[config.mk]
export PLATFORM = sky130hd
export DESIGN_NAME = demux_scan_seq
export DESIGN_NICKNAME = d
export VERILOG_FILES = /design/src/rtl/demux_scan_seq.sv
export SDC_FILE = /design/constraint.sdc
export NUM_CORES = 1
export LEC_CHECK = 0
export CAP_MARGIN = 0
export CORE_MARGIN = 4
export CORE_UTILIZATION = 51
export CTS_BUF_LIST = sky130_fd_sc_hd__clkbuf_8
export CTS_CLUSTER_SIZE = 40
export DETAILED_ROUTE_END_ITERATION = 8
export PLACE_DENSITY_LB_ADDON = 0.08
export SYNTH_ARGS = -nofsm -noshare
export SYNTH_HDL_FRONTEND = slang
export SYNTH_SLANG_ARGS = --single-unit
[constraint.sdc]
create_clock -name clk -period 2.5 [get_ports clk]
set_clock_uncertainty 0.15 [all_clocks]
set_input_delay 0.5 -clock clk [delete_from_list [all_inputs] [get_ports clk]]
set_output_delay 0.5 -clock clk [all_outputs]
set_load 0.05 [all_outputs]
[src/rtl/demux_scan_seq.sv]
// Channel scan sequencer driving a 1:32 demux: it walks sel from first_ch to last_ch,
// holding each channel for a dwell period and an optional idle gap.
module demux_scan_seq #(
  parameter int CNT_W = 8
) (
  input  logic             clk,
  input  logic             rst_n,
  input  logic             start,
  input  logic             stop,
  input  logic             cont,
  input  logic [4:0]       first_ch,
  input  logic [4:0]       last_ch,
  input  logic [CNT_W-1:0] dwell,
  input  logic [CNT_W-1:0] gap,
  input  logic             data_in,
  output logic [4:0]       sel,
  output logic             dout,
  output logic             ch_valid,
  output logic             busy,
  output logic             done,
  output logic             wrap
);

  typedef enum logic [1:0] {
    S_IDLE  = 2'd0,
    S_DRIVE = 2'd1,
    S_GAP   = 2'd2,
    S_DONE  = 2'd3
  } state_t;

  localparam logic [CNT_W-1:0] CNT_ZERO = '0;
  localparam logic [CNT_W-1:0] CNT_ONE  = CNT_W'(1);

  state_t           r_state;
  logic [4:0]       r_sel;
  logic [4:0]       r_first;
  logic [4:0]       r_last;
  logic [CNT_W-1:0] r_dwell;
  logic [CNT_W-1:0] r_gap;
  logic [CNT_W-1:0] r_cnt;
  logic             r_cont;
  logic             r_ch_valid;
  logic             r_busy;
  logic             r_done;
  logic             r_wrap;

  logic             w_dwell_end;
  logic             w_gap_end;
  state_t           w_nxt_state;
  logic [4:0]       w_nxt_sel;
  logic             w_nxt_wrap;

  // A dwell of zero is treated as a single cycle.
  assign w_dwell_end = (r_dwell == CNT_ZERO) || (r_cnt == (r_dwell - CNT_ONE));
  assign w_gap_end   = (r_cnt == (r_gap - CNT_ONE));

  // Where the scan goes once the current channel (dwell plus any gap) is finished.
  always_comb begin
    w_nxt_state = S_DRIVE;
    w_nxt_sel   = r_sel + 5'd1;
    w_nxt_wrap  = 1'b0;
    if (r_sel == r_last) begin
      if (r_cont) begin
        w_nxt_sel  = r_first;
        w_nxt_wrap = 1'b1;
      end else begin
        w_nxt_state = S_DONE;
        w_nxt_sel   = r_sel;
      end
    end
  end

  always_ff @(posedge clk or negedge rst_n) begin
    if (!rst_n) begin
      r_state    <= S_IDLE;
      r_sel      <= 5'd0;
      r_first    <= 5'd0;
      r_last     <= 5'd0;
      r_dwell    <= CNT_ZERO;
      r_gap      <= CNT_ZERO;
      r_cnt      <= CNT_ZERO;
      r_cont     <= 1'b0;
      r_ch_valid <= 1'b0;
      r_busy     <= 1'b0;
      r_done     <= 1'b0;
      r_wrap     <= 1'b0;
    end else begin
      r_done <= 1'b0;
      r_wrap <= 1'b0;
      case (r_state)
        S_IDLE: begin
          if (start && !stop) begin
            r_first    <= first_ch;
            r_last     <= last_ch;
            r_dwell    <= dwell;
            r_gap      <= gap;
            r_cont     <= cont;
            r_sel      <= first_ch;
            r_cnt      <= CNT_ZERO;
            r_state    <= S_DRIVE;
            r_ch_valid <= 1'b1;
            r_busy     <= 1'b1;
          end
        end

        S_DRIVE: begin
          if (stop) begin
            r_state    <= S_IDLE;
            r_cnt      <= CNT_ZERO;
            r_ch_valid <= 1'b0;
            r_busy     <= 1'b0;
          end else if (w_dwell_end) begin
            r_cnt <= CNT_ZERO;
            if (r_gap != CNT_ZERO) begin
              r_state    <= S_GAP;
              r_ch_valid <= 1'b0;
            end else begin
              r_state    <= w_nxt_state;
              r_sel      <= w_nxt_sel;
              r_wrap     <= w_nxt_wrap;
              r_ch_valid <= (w_nxt_state == S_DRIVE);
              r_done     <= (w_nxt_state == S_DONE);
            end
          end else begin
            r_cnt <= r_cnt + CNT_ONE;
          end
        end

        S_GAP: begin
          if (stop) begin
            r_state <= S_IDLE;
            r_cnt   <= CNT_ZERO;
            r_busy  <= 1'b0;
          end else if (w_gap_end) begin
            r_cnt      <= CNT_ZERO;
            r_state    <= w_nxt_state;
            r_sel      <= w_nxt_sel;
            r_wrap     <= w_nxt_wrap;
            r_ch_valid <= (w_nxt_state == S_DRIVE);
            r_done     <= (w_nxt_state == S_DONE);
          end else begin
            r_cnt <= r_cnt + CNT_ONE;
          end
        end

        S_DONE: begin
          r_state <= S_IDLE;
          r_cnt   <= CNT_ZERO;
          r_busy  <= 1'b0;
        end

        default: begin
          r_state    <= S_IDLE;
          r_ch_valid <= 1'b0;
          r_busy     <= 1'b0;
        end
      endcase
    end
  end

  assign sel      = r_sel;
  assign dout     = data_in & r_ch_valid;
  assign ch_valid = r_ch_valid;
  assign busy     = r_busy;
  assign done     = r_done;
  assign wrap     = r_wrap;

endmodule

==> impl_metrics.json <==
{
  "outcome": "finished with violations",
  "violations": "negative setup slack",
  "cts-root-buf": "clkbuf_8",
  "die_w_um": 81.6,
  "antenna_cells": 0,
  "drtIter0Drc": 126,
  "syn_area_um2": 2760,
  "vias": 2276,
  "post-dp-hpwl_um": 5000,
  "grt_pass1_wl_um": 10900,
  "r2r_end": "sel[4]",
  "ys_ff_latch": 46,
  "hold_violations": 0,
  "period_minus_slack_ns": 2.63,
  "postCtsHoldBufs": 0,
  "die_area_um2": 6660,
  "grt_usage": 0.213,
  "slew_headroom": 0.504,
  "hold_class": "in2async",
  "clock_latency_ns": 0.30,
  "reg2reg_depth": 8,
  "core.rowCount": 26,
  "startpoint_type": "register",
  "cp.depth": 8,
  "worst_slack_ns": -0.131,
  "final_cells": 424,
  "fmax_mhz": 380,
  "cp_slowest_cell": "dfrtp_1",
  "crit_path_end": "sel[4]",
  "path_cells": "or3_4 > or3_4 > a221oi_2 > o211ai_2 > o21a_1 > nor3_4 > buf_6 > mux2_4",
  "coreArea_um2": 5170,
  "ioPinCount": 42,
  "synthCells": 263,
  "drc": 0,
  "r2r-start": "r_gap[5]",
  "finalWirelength_um": 6560,
  "clockBufferDepth": 2,
  "grt_setup_unrepaired": "yes",
  "critPathLaunch": "r_gap[5]",
  "post-place-ws_ns": -0.208,
  "htree_levels": 2,
  "overflow": 0,
  "grt_max_degree": 34,
  "cap_violations": 0,
  "worstSetupEndpointType": "register",
  "p_leak_nw": 1.68,
  "ys.warnings.count": 0,
  "setup_viol": 9,
  "ant_nets": 0,
  "tightest_slew_ns": 0.745,
  "cp_top_family": "simple AND/OR/NAND/NOR gates",
  "crit_top_cell": "or3_4",
  "start_util": 0.534,
  "die_h_um": 81.6,
  "synth.distinct_cells": 40,
  "total_power_mw": 4.55,
  "fin_crit_sh": 1.05,
  "timing.critical_path.buf_inv": 1,
  "crit_required_ns": 2.53,
  "dp_cells": 414,
  "drive_gt1_frac": 0.342,
  "ir_drop_v": 0.000860,
  "cp_data_arrival_time_ns": 2.67,
  "ys_seq_area_frac": 0.417,
  "routedWlPerCell_um": 15.5,
  "p_per_area_nw_per_um2": 1170,
  "cts_buffers": 5,
  "cts.sinks": 46,
  "dr.pass1.iters": 4,
  "viasPerCell": 5.37,
  "rrSetupSlack_ns": -0.13,
  "area_growth_pct": 40.6,
  "max_stage_delay_ns": 0.41,
  "synth.avg_cell_area_um2": 10.5,
  "grt_pass1_vias": 2437,
  "gp_congestion": 0.888,
  "synth_fp_nets": 305,
  "cts_tree": "done",
  "drv_slew": 0,
  "clk_pin_slew_ns": 0.09,
  "critPathKind": "reg2reg",
  "nNetsFinal": 396,
  "critical_path.max_fanout": 5,
  "io_buffers": 41,
  "antenna_found_initial": 0
}
## power breakdown
group	switching [mW]	internal, mW	leakage, nW	total (mW)
Combinational	1.29	1.48	1.07	2.77
Sequential	0.288	1.05	0.564	1.34
Clock	0.245	0.188	0.0414	0.433
## through the flow
step / utilization / hold slack, ns / TNS (ns) / cell area [µm²]
3_3_place_gp: 0.704 / 0.337 / -0.488 / 3640
4_1_cts: 0.729 / 0.127 / -0.693 / 3770
2_1_floorplan: - / 0.0544 / -0.380 / 2810
5_1_grt: 0.751 / 0.157 / -1.42 / 3880
6_report: 0.751 / 0.106 / -0.645 / 3880
3_5_place_dp: 0.704 / 0.347 / -1.04 / 3640
## synth_stat cells
library cell | count | area (µm²)
nor2b_1 | 3 | 18.8
xnor3_1 | 1 | 22.5
nor3b_1 | 3 | 22.5
and2_1 | 2 | 12.5
clkbuf_1 | 6 | 22.5
nor2_1 | 13 | 48.8
o2bb2ai_1 | 1 | 8.76
o31ai_1 | 2 | 15.0
nor3_1 | 8 | 40.0
o22ai_1 | 4 | 25.0
and3_1 | 1 | 6.26
or4_1 | 3 | 22.5
buf_6 | 1 | 11.3
or3_1 | 7 | 43.8
mux2i_1 | 6 | 60.1
nor4_1 | 4 | 25.0
nand2b_1 | 5 | 31.3
o21ai_0 | 8 | 40.0
a21boi_1 | 1 | 7.51
a31oi_1 | 5 | 31.3
a2bb2oi_1 | 2 | 17.5
xnor2_1 | 11 | 96.3
dfrtp_1 | 46 | 1150
nand3_1 | 9 | 45.0
xor2_1 | 15 | 131
o211ai_2 | 1 | 12.5
nor3_4 | 1 | 16.3
mux2_2 | 37 | 417
and4_1 | 1 | 8.76
o21a_1 | 1 | 7.51
a21oi_1 | 12 | 60.1
o32ai_1 | 1 | 8.76
a311o_1 | 1 | 10.0
inv_1 | 15 | 56.3
ha_1 | 10 | 125
a211oi_1 | 1 | 7.51
a22o_1 | 1 | 8.76
a221oi_2 | 1 | 15.0
nand4_1 | 1 | 6.26
nand2_1 | 12 | 45.0
## routing by layer
metal / up-vias / GRT usage / wire [µm]
li1: 1121 / - / -
met1: 1080 / 0.244 / 2780
met2: 62 / 0.379 / 3310
met3: 13 / 0.0428 / 276
met4: 0 / 0.103 / 190
met5: - / 0 / 0
## flip-flops by register name, summed over array words and instances, names as in the netlist
register / cells
r_first: 5
wrap: 1
r_dwell: 8
r_cnt: 8
sel: 5
r_last: 5
busy: 1
ch_valid: 1
r_cont: 1
done: 1
r_gap: 8
r_state: 2
## area by class of cell
cell class | instances | area, µm²
Fill cell | 362 | 1290
Clock buffer | 5 | 68.8
Sequential cell | 46 | 1150
Tap cell | 70 | 87.6
Multi-Input combinational cell | 195 | 1700
Clock inverter | 2 | 11.3
Inverter | 15 | 56.3
Timing Repair Buffer | 91 | 811
## cells by family (layout without fill, tap and decap cells)
logic type | Yosys count | count (layout) | synth area share
buffers and inverters | 22 | 113 | 0.0326
muxes | 43 | 43 | 0.173
and+or+nand+nor | 73 | 73 | 0.142
adders and majority gates | 10 | 10 | 0.0453
xor gates and xnor gates | 27 | 27 | 0.0906
DFF | 46 | 46 | 0.417
AOI/OAI and AO/OA | 42 | 42 | 0.0997
## what timing repair did
action | in CTS | in global routing
setup buffers | 3 | 0
pin swaps | 4 | 6
gates resized for setup | 5 | 21
setup endpoints to repair | 14 | 17
## worst min path at each step
stage / startpoint / to / cells past startpoint
floorplan: rst_n / busy / 0
global placement: r_first[0] / r_first[0] / 1
detailed placement: r_first[3] / r_first[3] / 1
CTS: rst_n / r_dwell[3] / 1
global route: rst_n / r_dwell[3] / 1
finish: rst_n / r_dwell[3] / 1
## placed cells by master (no fill, tap or decap), drive strengths merged, types with 3 or more instances in the layout
master          n
nor2b           3
nand2b          5
a31oi           5
clkdlybuf4s50  39
xnor2          11
nand2          12
o21ai           8
dfrtp          46
nor4            4
buf            52
nand3           9
or3             7
xor2           15
clkbuf          5
or4             3
a21oi          12
o22ai           4
mux2           37
nor3            9
mux2i           6
ha             10
nor3b           3
inv            16
nor2           13
Power figures use the tool's default switching activity.
